===== config.mk =====
export PLATFORM = sky130hd
export DESIGN_NAME = rgb_pattern_gen_flat
export DESIGN_NICKNAME = d
export VERILOG_FILES = /design/src/rtl/rgb_pattern_gen_if.sv /design/src/rtl/rgb_pattern_gen.sv /design/src/flat_wrapper.sv
export SDC_FILE = /design/constraint.sdc
export NUM_CORES = 1
export LEC_CHECK = 0
export CORE_ASPECT_RATIO = 1.25
export CORE_MARGIN = 1
export CORE_UTILIZATION = 55
export DETAILED_ROUTE_END_ITERATION = 6
export PLACE_DENSITY = 0.79
export REMOVE_ABC_BUFFERS = 1
export SLEW_MARGIN = 30
export SYNTH_ARGS = -nofsm -noshare
export SYNTH_HDL_FRONTEND = slang
export SYNTH_SLANG_ARGS = --single-unit

===== constraint.sdc =====
create_clock -name rgb_clk -period 41.8 [get_ports rgb_clk]
set_clock_uncertainty 0.15 [all_clocks]
set_input_delay 6.27 -clock rgb_clk [delete_from_list [all_inputs] [get_ports rgb_clk]]
set_output_delay 6.27 -clock rgb_clk [all_outputs]
set_load 0.05 [all_outputs]

===== src/rtl/rgb_pattern_gen_if.sv =====
// ---------------------------------------------------------------------------
// rgb_pattern_gen_if
// Bundles the timing inputs, pattern controls and LCD-side outputs of
// rgb_pattern_gen. Clock and reset stay outside the interface.
//   master : timing source / controller (drives in_*, auto_mode, pat_sel)
//   slave  : rgb_pattern_gen (drives out_*, pat_idx)
// Signals:
//   in_hs, in_vs, in_de   sync/enable from rgb_timing
//   in_x, in_y            pixel coordinates, valid while in_de=1
//   auto_mode, pat_sel    pattern selection controls
//   out_hs/out_vs/out_de  syncs delayed to match the pixel pipeline
//   out_rgb               pixel {R,G,B}
//   pat_idx               pattern currently displayed
// ---------------------------------------------------------------------------
interface rgb_pattern_gen_if;
  logic        in_hs;
  logic        in_vs;
  logic        in_de;
  logic [9:0]  in_x;
  logic [9:0]  in_y;
  logic        auto_mode;
  logic [2:0]  pat_sel;
  logic        out_hs;
  logic        out_vs;
  logic        out_de;
  logic [23:0] out_rgb;
  logic [2:0]  pat_idx;

  modport master (
    output in_hs, in_vs, in_de, in_x, in_y, auto_mode, pat_sel,
    input  out_hs, out_vs, out_de, out_rgb, pat_idx
  );

  modport slave (
    input  in_hs, in_vs, in_de, in_x, in_y, auto_mode, pat_sel,
    output out_hs, out_vs, out_de, out_rgb, pat_idx
  );
endinterface


===== src/rtl/rgb_pattern_gen.sv =====
// ---------------------------------------------------------------------------
// rgb_pattern_gen
// Pixel source placed after rgb_timing. Produces one of eight test patterns
// with a 2-cycle pipeline and delays hs/vs/de to stay aligned with the pixel.
// The pattern only changes on a frame tick (inactive->active edge of in_vs),
// either from pat_sel (manual) or from a frame counter (auto).
//
// Ports:
//   rgb_clk    pixel clock, rising edge
//   rgb_rst_n  synchronous reset, active low
//   bus        rgb_pattern_gen_if.slave (timing in, controls, LCD out)
//
// Optional build macro:
//   RGB_PAT_OSD_EN  draws three 8x8 squares at the top-left showing pat_idx
//                   (white = bit set, red = bit clear) over every pattern.
// ---------------------------------------------------------------------------
module rgb_pattern_gen #(
  parameter int H_ACTIVE       = 800,
  parameter int V_ACTIVE       = 480,
  parameter int FRAMES_PER_PAT = 120,
  parameter int VS_ACTIVE_LOW  = 1,
  parameter int BAR_STEP       = 4
) (
  input  logic             rgb_clk,
  input  logic             rgb_rst_n,
  rgb_pattern_gen_if.slave bus
);

  localparam int              CNT_W       = (FRAMES_PER_PAT > 1) ? $clog2(FRAMES_PER_PAT) : 1;
  localparam logic [CNT_W-1:0] CNT_LAST   = CNT_W'(FRAMES_PER_PAT - 1);
  localparam logic [9:0]      X_LAST      = 10'(H_ACTIVE - 1);
  localparam logic [9:0]      Y_LAST      = 10'(V_ACTIVE - 1);
  localparam logic            VS_INACTIVE = (VS_ACTIVE_LOW != 0) ? 1'b1 : 1'b0;

  // Coordinates beyond the active area are pinned to the last column/row.
  function automatic logic [9:0] clamp_x(input logic [9:0] x);
    return (x > X_LAST) ? X_LAST : x;
  endfunction

  function automatic logic [9:0] clamp_y(input logic [9:0] y);
    return (y > Y_LAST) ? Y_LAST : y;
  endfunction

  // Column = floor(x*24/H_ACTIVE): x crosses into column k at ceil(k*H/24).
  function automatic logic [4:0] col_of_24(input logic [9:0] x);
    logic [4:0] c;
    c = '0;
    for (int k = 1; k < 24; k++)
      if (int'(x) >= (k * H_ACTIVE + 23) / 24) c = c + 5'd1;
    return c;
  endfunction

  function automatic logic [2:0] col_of_8(input logic [9:0] x);
    logic [2:0] c;
    c = '0;
    for (int k = 1; k < 8; k++)
      if (int'(x) >= (k * H_ACTIVE + 7) / 8) c = c + 3'd1;
    return c;
  endfunction

  function automatic logic [23:0] bar_colour(input logic [2:0] idx);
    case (idx)
      3'd0:    return 24'hFFFFFF;
      3'd1:    return 24'hFFFF00;
      3'd2:    return 24'h00FFFF;
      3'd3:    return 24'h00FF00;
      3'd4:    return 24'hFF00FF;
      3'd5:    return 24'hFF0000;
      3'd6:    return 24'h0000FF;
      default: return 24'h000000;
    endcase
  endfunction

  // Frame control state
  logic             vs_hist;
  logic [2:0]       pat_idx_q;
  logic [CNT_W-1:0] frame_cnt;
  logic [9:0]       bar_pos;

  logic             vs_act;
  logic             vs_hist_act;
  logic             tick;
  logic [10:0]      bar_nxt;

  assign vs_act      = (VS_ACTIVE_LOW != 0) ? ~bus.in_vs : bus.in_vs;
  assign vs_hist_act = (VS_ACTIVE_LOW != 0) ? ~vs_hist   : vs_hist;
  assign tick        = vs_act & ~vs_hist_act;
  assign bar_nxt     = {1'b0, bar_pos} + 11'(BAR_STEP);

  always_ff @(posedge rgb_clk) begin
    if (!rgb_rst_n) begin
      vs_hist   <= VS_INACTIVE;
      pat_idx_q <= '0;
      frame_cnt <= '0;
      bar_pos   <= '0;
    end else begin
      vs_hist <= bus.in_vs;
      if (tick) begin
        bar_pos <= (bar_nxt >= 11'(H_ACTIVE)) ? 10'd0 : bar_nxt[9:0];
        if (bus.auto_mode) begin
          if (frame_cnt == CNT_LAST) begin
            frame_cnt <= '0;
            pat_idx_q <= pat_idx_q + 3'd1;
          end else begin
            frame_cnt <= frame_cnt + 1'b1;
          end
        end else begin
          pat_idx_q <= bus.pat_sel;
        end
      end
    end
  end

  // ---- Stage 1: clamp coordinates, derive per-pattern features ----
  logic [9:0]  x_c;
  logic [9:0]  y_c;
  logic        bar_hit;
  logic        brd_hit;

  assign x_c     = clamp_x(bus.in_x);
  assign y_c     = clamp_y(bus.in_y);
  assign bar_hit = ({1'b0, x_c} >= {1'b0, bar_pos}) &&
                   ({1'b0, x_c} <  ({1'b0, bar_pos} + 11'd16));
  assign brd_hit = (x_c == 10'd0) || (x_c == X_LAST) ||
                   (y_c == 10'd0) || (y_c == Y_LAST);

  logic        hs_p1;
  logic        vs_p1;
  logic        vld_p1;
  logic [4:0]  col24_p1;
  logic [2:0]  col8_p1;
  logic [7:0]  grey_p1;
  logic        chk_p1;
  logic        bar_p1;
  logic        brd_p1;
  logic [2:0]  pat_p1;
`ifdef RGB_PAT_OSD_EN
  logic        osd_hit_p1;
  logic [1:0]  osd_sq_p1;
`endif

  // pat_p1 captures pat_idx alongside the pixel, so a pixel coinciding with
  // a tick is rendered with the pattern that was active before the tick.
  always_ff @(posedge rgb_clk) begin
    if (!rgb_rst_n) begin
      hs_p1      <= 1'b0;
      vs_p1      <= 1'b0;
      vld_p1     <= 1'b0;
      col24_p1   <= '0;
      col8_p1    <= '0;
      grey_p1    <= '0;
      chk_p1     <= 1'b0;
      bar_p1     <= 1'b0;
      brd_p1     <= 1'b0;
      pat_p1     <= '0;
`ifdef RGB_PAT_OSD_EN
      osd_hit_p1 <= 1'b0;
      osd_sq_p1  <= '0;
`endif
    end else begin
      hs_p1      <= bus.in_hs;
      vs_p1      <= bus.in_vs;
      vld_p1     <= bus.in_de;
      col24_p1   <= col_of_24(x_c);
      col8_p1    <= col_of_8(x_c);
      grey_p1    <= x_c[9:2];
      chk_p1     <= x_c[5] ^ y_c[5];
      bar_p1     <= bar_hit;
      brd_p1     <= brd_hit;
      pat_p1     <= pat_idx_q;
`ifdef RGB_PAT_OSD_EN
      osd_hit_p1 <= (y_c < 10'd8) && (x_c < 10'd24);
      osd_sq_p1  <= x_c[4:3];
`endif
    end
  end

  // ---- Stage 2: pattern mux (and overlay), blanking ----
  logic [23:0] rgb_mux;

  always_comb begin
    rgb_mux = 24'h000000;
    case (pat_p1)
      3'd0:    rgb_mux = 24'h800000 >> col24_p1;
      3'd1:    rgb_mux = bar_colour(col8_p1);
      3'd2:    rgb_mux = {grey_p1, grey_p1, grey_p1};
      3'd3:    rgb_mux = chk_p1 ? 24'hFFFFFF : 24'h000000;
      3'd4:    rgb_mux = bar_p1 ? 24'hFFFFFF : 24'h0000FF;
      3'd5:    rgb_mux = 24'hFFFFFF;
      3'd6:    rgb_mux = brd_p1 ? 24'hFFFFFF : 24'h000000;
      default: rgb_mux = 24'h000000;
    endcase
`ifdef RGB_PAT_OSD_EN
    // Leftmost square shows the MSB.
    if (osd_hit_p1) begin
      case (osd_sq_p1)
        2'd0:    rgb_mux = pat_p1[2] ? 24'hFFFFFF : 24'hFF0000;
        2'd1:    rgb_mux = pat_p1[1] ? 24'hFFFFFF : 24'hFF0000;
        default: rgb_mux = pat_p1[0] ? 24'hFFFFFF : 24'hFF0000;
      endcase
    end
`endif
  end

  logic        hs_p2;
  logic        vs_p2;
  logic        vld_p2;
  logic [23:0] rgb_p2;

  always_ff @(posedge rgb_clk) begin
    if (!rgb_rst_n) begin
      hs_p2  <= 1'b0;
      vs_p2  <= 1'b0;
      vld_p2 <= 1'b0;
      rgb_p2 <= '0;
    end else begin
      hs_p2  <= hs_p1;
      vs_p2  <= vs_p1;
      vld_p2 <= vld_p1;
      rgb_p2 <= vld_p1 ? rgb_mux : 24'h000000;
    end
  end

  assign bus.out_hs  = hs_p2;
  assign bus.out_vs  = vs_p2;
  assign bus.out_de  = vld_p2;
  assign bus.out_rgb = rgb_p2;
  assign bus.pat_idx = pat_idx_q;

endmodule


===== src/flat_wrapper.sv =====
// flat-port wrapper written by rule: the top's interface ports become plain ports
module rgb_pattern_gen_flat 
#(
  parameter int H_ACTIVE       = 800,
  parameter int V_ACTIVE       = 480,
  parameter int FRAMES_PER_PAT = 120,
  parameter int VS_ACTIVE_LOW  = 1,
  parameter int BAR_STEP       = 4
)
  (rgb_clk, rgb_rst_n, bus_in_hs, bus_in_vs, bus_in_de, bus_in_x, bus_in_y, bus_auto_mode, bus_pat_sel, bus_out_hs, bus_out_vs, bus_out_de, bus_out_rgb, bus_pat_idx);
  rgb_pattern_gen_if bus_i ();
  input  logic rgb_clk;
  input  logic rgb_rst_n;
  input wire logic [$bits(bus_i.in_hs)-1:0] bus_in_hs;
  input wire logic [$bits(bus_i.in_vs)-1:0] bus_in_vs;
  input wire logic [$bits(bus_i.in_de)-1:0] bus_in_de;
  input wire logic [$bits(bus_i.in_x)-1:0] bus_in_x;
  input wire logic [$bits(bus_i.in_y)-1:0] bus_in_y;
  input wire logic [$bits(bus_i.auto_mode)-1:0] bus_auto_mode;
  input wire logic [$bits(bus_i.pat_sel)-1:0] bus_pat_sel;
  output wire logic [$bits(bus_i.out_hs)-1:0] bus_out_hs;
  output wire logic [$bits(bus_i.out_vs)-1:0] bus_out_vs;
  output wire logic [$bits(bus_i.out_de)-1:0] bus_out_de;
  output wire logic [$bits(bus_i.out_rgb)-1:0] bus_out_rgb;
  output wire logic [$bits(bus_i.pat_idx)-1:0] bus_pat_idx;
  assign bus_i.in_hs = bus_in_hs;
  assign bus_i.in_vs = bus_in_vs;
  assign bus_i.in_de = bus_in_de;
  assign bus_i.in_x = bus_in_x;
  assign bus_i.in_y = bus_in_y;
  assign bus_i.auto_mode = bus_auto_mode;
  assign bus_i.pat_sel = bus_pat_sel;
  assign bus_out_hs = bus_i.out_hs;
  assign bus_out_vs = bus_i.out_vs;
  assign bus_out_de = bus_i.out_de;
  assign bus_out_rgb = bus_i.out_rgb;
  assign bus_pat_idx = bus_i.pat_idx;
  rgb_pattern_gen #(.H_ACTIVE(H_ACTIVE), .V_ACTIVE(V_ACTIVE), .FRAMES_PER_PAT(FRAMES_PER_PAT), .VS_ACTIVE_LOW(VS_ACTIVE_LOW), .BAR_STEP(BAR_STEP)) u_core (.rgb_clk(rgb_clk), .rgb_rst_n(rgb_rst_n), .bus(bus_i));
endmodule

==> out/metrics.yaml, run 1 <==
outcome:
  run_status: "finished clean"
clock_tree:
  post_cts_resized: 0
  cts_hold_buf: 0
  clock_path_buffers: 2
  clk_latency_ns: 0.33
  clk_pin_slew_worst_paths_ns: 0.05
  cts_setup_buffers: 0
  htree_levels: 3
  cts_tree: "yes"
  numCtsBuffers: 9
  clock-sinks: 71
  clock-root-buffer: "clkbuf_16"
setup_path:
  path_max_fanout: 26
  cpPeakStageDelay_ns: 0.86
  worstSetupEndpointType: "flip-flop"
  crit_type: "in2reg"
  cp_num_buf_inv: 6
  arrival_ns: 19.59
  cp-start-kind: "primary input"
  required_ns: 41.86
  path_delay_family: "simple AND/OR/NAND/NOR gates"
  slowest_stage: "clkdlybuf4s50_1"
  worst_path_most_repeated_cell: "ha_1"
route:
  vias_per_cell: 5.97
  drt_first_iter_violations: 497
  drcViolationCount: 0
  dr.pass1.iters: 5
  ant_nets: 0
  wire_per_inst_um: 15.1
  drt-total-wl_mm: 16.8
  vias: 6649
power:
  pwr-share-clk_pct: 16.0
  power_frac_seq_pct: 16.6
  pwr-share-comb_pct: 67.5
  p_per_area_nw_per_um2: 57.1
  p_int_w: 0.000263
  net-switching-power_w: 0.000194
  p_leak_nw: 3.09
  vdd_drop_max_v: 0.0000518
  netSwitchingFraction_pct: 42.4
flow_run:
  maxCapViolations: 0
global_routing:
  grt_use_total_pct: 25.9
  grt_pass1_wl_mm: 29.1
  grt_max_degree: 45
  antenna_found_initial: 0
  grt_pass1_vias: 6302
  overflow: 0
synthesis:
  ys_seq_area_share_pct: 20.0
  async_flop_share_pct: 0
  syn_avg_cell_area_um2: 7.79
  synth-main-ff-cell: "dfxtp_1"
  syn_area_um2: 7100
  synth-edff-count: 0
  yosysWarnings: 0
  synth_seq_cells: 71
  synthCells: 911
  ys_types: 101
sta:
  rsz0062_at_grt: "false"
  drv_slew: 0
  worstMarginPinSlew_ns: 0.852
  final_hold_viol_count: 0
  period_minus_slack_ns: 19.53
  fin_ws_ns: 22.27
  setup-violations-final: 0
  finalCritPeriodShare_pct: 46.7
  holdWs_ns: 0.289
  fin_setup_tns_ns: 0
  clock.fmax_mhz: 51.2
  maxSlewHeadroom_pct: 43.0
placed_design:
  gp_congestion: 0.942
  dp.cells: 1097
  hpwl_mm: 12.8
  place_ws_ns: 22.11
  io_buffers: 58
finish:
  layout_commonest_cell: "nand2_1"
  final_cell_mix: "nand2_1 (133), dfxtp_1 (71), clkdlybuf4s50_1 (57), nor2_1 (56), xnor2_1 (51)"
  antenna_cells: 0
  stdcell_count: 1113
  area_delta_synth_final_pct: 12.8
  drive_gt1_share_pct: 6.56
  nets: 1013
floorplan:
  dieArea_um2: 13400
  rows: 46
  die_y_um: 129
  start_util_pct: 56.1
  fp.dieW_um: 104
  core-area_um2: 12700
  io-pin-count: 59
min_path:
  hp-class: "reg2reg"
-- Yosys cell counts, drive strengths merged (8+ instances only) --
library cell,number,share of area [%]
o211ai,10,1.1
nand3,36,2.5
inv,38,2.0
ha,44,7.8
and3,12,1.1
buf,13,1.1
xor2,27,3.9
nor2,56,3.0
a21oi,42,3.0
o21a,19,2.0
a31oi,35,3.1
and2,29,2.6
nand2,133,7.0
nor4,8,0.92
nand2b,10,0.88
nor3,21,1.6
dfxtp,71,20
a21boi,10,1.1
mux2i,14,2.0
xnor2,58,8.2
nor2b,9,0.79
or3,9,0.79
clkbuf,30,1.6
o21ai,42,3.1
-- worst reg2reg max path: stages (launching register included) --
cell	delay [ns]
dfxtp_1	0.46
inv_1	0.08
ha_1	0.27
o21ai_0	0.09
a21oi_1	0.18
nor2_1	0.06
maj3_1	0.37
maj3_1	0.36
a21oi_1	0.12
o21a_1	0.14
o21a_1	0.10
o21ai_0	0.07
nor2_1	0.14
-- power by group through the flow --
stage                     sequential (W)  clock (W)  combinational (W)
after floorplan                0.0000795          0           0.000252
after global placement         0.0000770          0           0.000302
after detailed placement       0.0000772          0           0.000306
after CTS                      0.0000758  0.0000738           0.000309
after global routing           0.0000764  0.0000778           0.000340
final                          0.0000758  0.0000730           0.000308
-- cells by family (layout without fill, tap and decap cells) --
group / after synthesis / count (layout) / synth area share, %
AND/OR/NAND/NOR: 356 / 356 / 24.8
AO/OA/AOI/OAI: 245 / 245 / 24.9
XOR/XNOR: 93 / 93 / 14.7
buffers and inverters: 81 / 115 / 4.72
flip-flops: 71 / 71 / 20.0
adder cells (fa/ha/maj): 47 / 47 / 8.18
multiplexers: 18 / 18 / 2.71
-- cell type report --
class	count	area, um2
multi-input combinational	759	5340
fill	1144	4650
sequential	71	1420
timing repair buffer	61	598
clock buffer	11	233
tap	168	210
inverter	38	145
clock inverter	5	58.8
-- registers in the layout, summed over array words and instances, names as in the netlist, 3 cells and up --
signal              flops
u_core.bar_pos          8
u_core.bus.out_rgb     24
u_core.bus.pat_idx      3
u_core.col24_p1         5
u_core.col8_p1          3
u_core.frame_cnt        7
u_core.grey_p1          8
u_core.pat_p1           3
-- worst paths after layout --
kind         slack, ns  cells past startpoint            endpoint         startpoint
max              22.27                     68  u_core.col24_p1[4]        bus_in_x[7]
min               0.29                      1   u_core.bus.out_hs       u_core.hs_p1
max reg2reg      39.13                     12       u_core.bar_p1  u_core.bar_pos[2]
min reg2reg       0.29                      1   u_core.bus.out_hs       u_core.hs_p1
-- metal layers --
layer | share of wire [%] | track usage, % | vias up | wire length, um
met5 | 0 | 0 | - | 0
met4 | 2.6 | 10.6 | 0 | 441
met3 | 3.7 | 2.72 | 30 | 620
met2 | 51 | 48.6 | 185 | 8590
met1 | 43 | 30.2 | 3061 | 7190
li1 | - | - | 3373 | -
-- stage by stage --
step / utilization, % / power [W] / area (um2)
after floorplan: - / 0.000332 / 6910
after global placement: 61.0 / 0.000379 / 7720
after detailed placement: 61.0 / 0.000384 / 7720
after CTS: 63.3 / 0.000459 / 8010
after global routing: 63.2 / 0.000494 / 8010
final: 63.2 / 0.000457 / 8010
Note: power is estimated with default switching activity, not from simulation.
==> inputs of run 2 (changes only) <==
==> constraint.sdc (replaced) <==
create_clock -name rgb_clk -period 19 [get_ports rgb_clk]
set_clock_uncertainty 0.15 [all_clocks]
set_input_delay 2.85 -clock rgb_clk [delete_from_list [all_inputs] [get_ports rgb_clk]]
set_output_delay 2.85 -clock rgb_clk [all_outputs]
set_load 0.05 [all_outputs]
==> run 2 against run 1 <==
Against the previous run:
- setup slack got worse by 19 ns
- cell area fell by 0.30%
- sequential share of layout area increased by 0.053 points
- largest cell class unchanged
- largest power group unchanged
- highest routed layer unchanged
==> out/metrics.yaml, run 2 (same netlist as run 1, synthesis figures left out) <==
clock_tree:
  cts_hold_buf: 0
  post_cts_resized: 0
  clk_pin_slew_worst_paths_ns: 0.05
  cts_tree: "yes"
  clk_latency_ns: 0.33
  clock_path_buffers: 2
  clock-sinks: 71
  cts_setup_buffers: 0
  clock-root-buffer: "clkbuf_16"
  numCtsBuffers: 9
  htree_levels: 3
finish:
  drive_gt1_share_pct: 6.56
  area_delta_synth_final_pct: 12.5
  final_cell_mix: "nand2_1 (133), dfxtp_1 (71), clkdlybuf4s50_1 (57), nor2_1 (56), xnor2_1 (51)"
  n_fill_cell: 1118
  antenna_cells: 0
  layout_commonest_cell: "nand2_1"
  largest_register_ffs: 24
  utilization_pct: 63.1
  nets: 1013
sta:
  worstMarginPinSlew_ns: 0.862
  setup-violations-final: 0
  fin_setup_tns_ns: 0
  drv_slew: 0
  rsz0062_at_grt: "false"
  finalCritPeriodShare_pct: 84.7
  maxSlewHeadroom_pct: 42.3
  period_minus_slack_ns: 16.09
  clock.fmax_mhz: 62.1
  final_hold_viol_count: 0
power:
  p_per_area_nw_per_um2: 124
  vdd_drop_max_v: 0.000114
  p_leak_nw: 3.08
placed_design:
  io_buffers: 58
  gp_congestion: 0.942
  hpwl_mm: 12.7
flow_run:
  maxCapViolations: 0
setup_path:
  worst_path_most_repeated_cell: "ha_1"
  path_delay_family: "simple AND/OR/NAND/NOR gates"
  cp-start-kind: "primary input"
  cpPeakStageDelay_ns: 0.86
  arrival_ns: 16.15
  slowest_stage: "clkdlybuf4s50_1"
  worstSetupEndpointType: "flip-flop"
  crit_type: "in2reg"
  required_ns: 19.06
  path_max_fanout: 26
  cp_num_buf_inv: 6
route:
  drcViolationCount: 0
  ant_nets: 0
  drt-total-wl_mm: 16.6
  vias_per_cell: 6.00
  dr.pass1.iters: 6
  vias: 6683
  wire_per_inst_um: 14.9
  drt_first_iter_violations: 517
global_routing:
  grt_pass1_wl_mm: 28.3
  grt_max_degree: 45
  grt_pass1_vias: 6134
  grt_use_total_pct: 25.4
  overflow: 0
  antenna_found_initial: 0
floorplan:
  io-pin-count: 59
  start_util_pct: 56.1
  die_y_um: 129
  fp.dieW_um: 104
  dieArea_um2: 13400
  core-area_um2: 12700
  rows: 46
outcome:
  run_status: "finished clean"
min_path:
  hp-class: "reg2reg"
## run 2: cell count changes in the layout (fill, tap and decap cells not counted), sizes merged
| cell | delta |
|---|---|
| clkinvlp | +2 |
| bufinv | -1 |
| clkinv | -1 |
## run 2: where the power goes
group / total, W / internal [W] / switching, W
Sequential: 0.000167 / 0.000161 / 0.00000608
Combinational: 0.000676 / 0.000317 / 0.000359
Clock: 0.000148 / 0.0000880 / 0.0000602
Total: 0.000991 / 0.000566 / 0.000425
## run 2: layout make-up
cell class / instances / area [um2] / area share [%]
inverters: 38 / 145 / 1.82
clock inverters: 5 / 35.0 / 0.439
well taps: 168 / 210 / 2.63
multi-input cells: 759 / 5340 / 66.9
repair buffers: 61 / 598 / 7.49
clock buffers: 11 / 233 / 2.91
flip-flops and latches: 71 / 1420 / 17.8
## run 2: per-stage QoR
stage / total power [W] / worst slack (ns) / instance area, um2 / std cells / hold WS (ns)
CTS: 0.000994 / 3.02 / 7990 / 1113 / 0.295
global placement: 0.000834 / 3.18 / 7720 / 1097 / 0.269
finish: 0.000991 / 2.91 / 7980 / 1113 / 0.289
detailed placement: 0.000843 / 2.73 / 7720 / 1097 / 0.283
floorplan: 0.000730 / 4.78 / 6910 / 868 / 0.262
global route: 0.00107 / 1.81 / 7980 / 1113 / 0.318
## run 2: routing by layer
metal	track usage [%]	up-vias	share of wire [%]
met3	3.22	40	3.9
li1	-	3379	-
met1	29.9	3055	43
met5	0	-	0
met2	46.7	209	50
met4	10.4	0	2.5
## run 2: final timing paths
path,to,slack [ns],depth (start not counted),start
worst max-delay path,u_core.col24_p1[4],2.91,68,bus_in_x[7]
worst min-delay path,u_core.bus.out_hs,0.29,1,u_core.hs_p1
worst max register to register,u_core.bar_p1,16.36,12,u_core.bar_pos[2]
worst min register to register,u_core.bus.out_hs,0.29,1,u_core.hs_p1
==> inputs of run 3 (changes only) <==
--- a/config.mk
+++ b/config.mk
@@ -7,9 +7,9 @@
 export LEC_CHECK = 0
 export CORE_ASPECT_RATIO = 1.25
 export CORE_MARGIN = 1
-export CORE_UTILIZATION = 55
+export CORE_UTILIZATION = 54
 export DETAILED_ROUTE_END_ITERATION = 6
-export PLACE_DENSITY = 0.79
+export PLACE_DENSITY = 0.81
 export REMOVE_ABC_BUFFERS = 1
 export SLEW_MARGIN = 30
 export SYNTH_ARGS = -nofsm -noshare
==> constraint.sdc (replaced) <==
create_clock -name rgb_clk -period 13.6 [get_ports rgb_clk]
set_clock_uncertainty 0.15 [all_clocks]
set_input_delay 2.04 -clock rgb_clk [delete_from_list [all_inputs] [get_ports rgb_clk]]
set_output_delay 2.04 -clock rgb_clk [all_outputs]
set_load 0.05 [all_outputs]
==> run 3 against run 2 <==
Against the previous run:
- hold slack improved by 0.0016 ns
- die area up 1.8%
- clock power grew 52%
- setup slack worse by 2.6 ns
- non-clock buffer count up 70
- via count is 7.1% higher
- register-to-register slack worse by 5.3 ns
- sequential cell count is the same
- combinational power is 63% higher
- sequential power up 40%
- cell area up 10%
- largest cell class unchanged
- highest routed layer unchanged
==> out/metrics.yaml, run 3 (same netlist as run 1, synthesis figures left out) <==
outcome:
  run_status: "finished clean"
finish:
  nets: 1083
  largest_register_ffs: 24
  final_cell_mix: "nand2_1 (128), buf_4 (72), dfxtp_1 (71), clkdlybuf4s50_1 (57), nor2_1 (54)"
  utilization_pct: 68.9
  area_delta_synth_final_pct: 24.0
  antenna_cells: 0
  layout_commonest_cell: "nand2_1"
  drive_gt1_share_pct: 16.8
  stdcell_count: 1183
power:
  netSwitchingFraction_pct: 41.6
  finalPower_w: 0.00156
  pwr-share-clk_pct: 14.4
  p_leak_nw: 3.50
  p_per_area_nw_per_um2: 177
  power_frac_seq_pct: 14.9
  vdd_drop_max_v: 0.000195
  p_int_w: 0.000911
  net-switching-power_w: 0.000649
  pwr-share-comb_pct: 70.6
flow_run:
  maxCapViolations: 0
clock_tree:
  clk_latency_ns: 0.33
  htree_levels: 3
  numCtsBuffers: 9
  clock_path_buffers: 2
  clock-sinks: 71
  cts_tree: "yes"
  clk_pin_slew_worst_paths_ns: 0.05
  clock-root-buffer: "clkbuf_16"
  cts_hold_buf: 0
setup_path:
  cpPeakStageDelay_ns: 0.42
  crit_type: "in2reg"
  r2r-end: "u_core.bar_p1"
  required_ns: 13.67
  cp-start-kind: "primary input"
  startpoint: "bus_in_x[5]"
  path_max_fanout: 4
  worstRegToRegCells: 12
  reg2reg_setup_slack_ns: 11.02
  endpoint: "u_core.col24_p1[4]"
  slowest_stage: "clkdlybuf4s50_1"
  worstSetupEndpointType: "flip-flop"
  reg2reg_from: "u_core.bar_pos[3]"
  arrival_ns: 13.38
  worst_path_most_repeated_cell: "nand2_1"
sta:
  worstMarginPinSlew_ns: 0.880
  finalCritPeriodShare_pct: 97.9
  clock.fmax_mhz: 75.1
  fin_setup_tns_ns: 0
  setup-violations-final: 0
  period_minus_slack_ns: 13.31
  final_hold_viol_count: 0
  fin_ws_ns: 0.287
  drv_slew: 0
  maxSlewHeadroom_pct: 41.3
global_routing:
  grt_use_total_pct: 26.2
  grt_max_degree: 45
  antenna_found_initial: 0
  grt_pass1_wl_mm: 29.5
  overflow: 0
  grt_pass1_vias: 6504
route:
  ant_nets: 0
  drcViolationCount: 0
  vias: 7157
  wire_per_inst_um: 15.8
  vias_per_cell: 6.05
  drt_first_iter_violations: 396
  dr.pass1.iters: 5
  drt-total-wl_mm: 18.6
placed_design:
  place_ws_ns: -0.616
  hpwl_mm: 13.7
  gp_congestion: 0.884
  io_buffers: 58
  dp.cells: 1159
floorplan:
  io-pin-count: 59
  start_util_pct: 55.6
  dieArea_um2: 13600
  fp.dieW_um: 105
  rows: 46
  die_y_um: 130
  core-area_um2: 12800
min_path:
  hp-class: "reg2reg"
-- run 3: cell count changes in the layout (fill, tap and decap cells not counted), moves of 4 or more --
| cell | previous run | this run |
|---|---|---|
| buf_4 | 3 | 72 |
| nand2_1 | 133 | 128 |
| o21ai_0 | 36 | 32 |
| inv_2 | 2 | 6 |
| nand3_2 | 0 | 4 |
| ha_1 | 44 | 36 |
| nand3_1 | 36 | 32 |
| ha_4 | 0 | 6 |
| nand2_2 | 0 | 5 |
| inv_1 | 35 | 31 |
-- run 3: critical path: cells and delay by family --
family                     cells  cell delay (ns)
AOI/OAI and AO/OA             16             2.62
xor gates and xnor gates       5             0.69
adders and majority gates     11             2.75
buffers and inverters          7             0.96
muxes                          3             0.52
and+or+nand+nor               24             3.78
-- run 3: worst min path at each step --
| stage | startpoint | endpoint | cells past startpoint |
|---|---|---|---|
| 4_1_cts | u_core.vs_p1 | u_core.bus.out_vs | 1 |
| 2_1_floorplan | u_core.hs_p1 | u_core.bus.out_hs | 1 |
| 3_3_place_gp | u_core.vs_p1 | u_core.bus.out_vs | 1 |
| 5_1_grt | u_core.vld_p1 | u_core.bus.out_de | 1 |
| 6_report | u_core.hs_p1 | u_core.bus.out_hs | 1 |
| 3_5_place_dp | u_core.vs_p1 | u_core.bus.out_vs | 1 |
-- run 3: layer usage --
metal | wire, um | track usage [%] | up-vias | share of wire, %
met5 | 0 | 0 | - | 0
li1 | - | - | 3515 | -
met1 | 7390 | 27.4 | 3348 | 40
met3 | 802 | 2.85 | 51 | 4.3
met2 | 9730 | 52.4 | 243 | 52
met4 | 721 | 12.1 | 0 | 3.9
-- run 3: power groups by stage --
stage | sequential [W] | combinational (W) | clock (W)
3_5_place_dp | 0.000237 | 0.00102 | 0
3_3_place_gp | 0.000237 | 0.00100 | 0
4_1_cts | 0.000233 | 0.00104 | 0.000226
5_1_grt | 0.000234 | 0.00119 | 0.000235
6_report | 0.000233 | 0.00110 | 0.000225
2_1_floorplan | 0.000244 | 0.000775 | 0
-- run 3: metrics by stage --
step	hold slack, ns	area (um2)
3_3_place_gp	0.264	8190
5_1_grt	0.317	8800
4_1_cts	0.293	8540
6_report	0.290	8800
2_1_floorplan	0.262	6910
3_5_place_dp	0.271	8190
-- run 3: repair_timing --
item,in CTS,in global routing
buffers inserted,3,5
cloned,0,0
resized for setup,11,46
pin swaps,15,19
endpoints found under the setup margin,3,4
-- run 3: area by class of cell --
cell class,count,area [um2]
multi-input cells,759,5600
fillers,1017,3980
flip-flops and latches,71,1420
repair buffers,131,1130
clock buffers,10,229
well taps,168,210
inverters,38,145
clock inverters,6,61.3
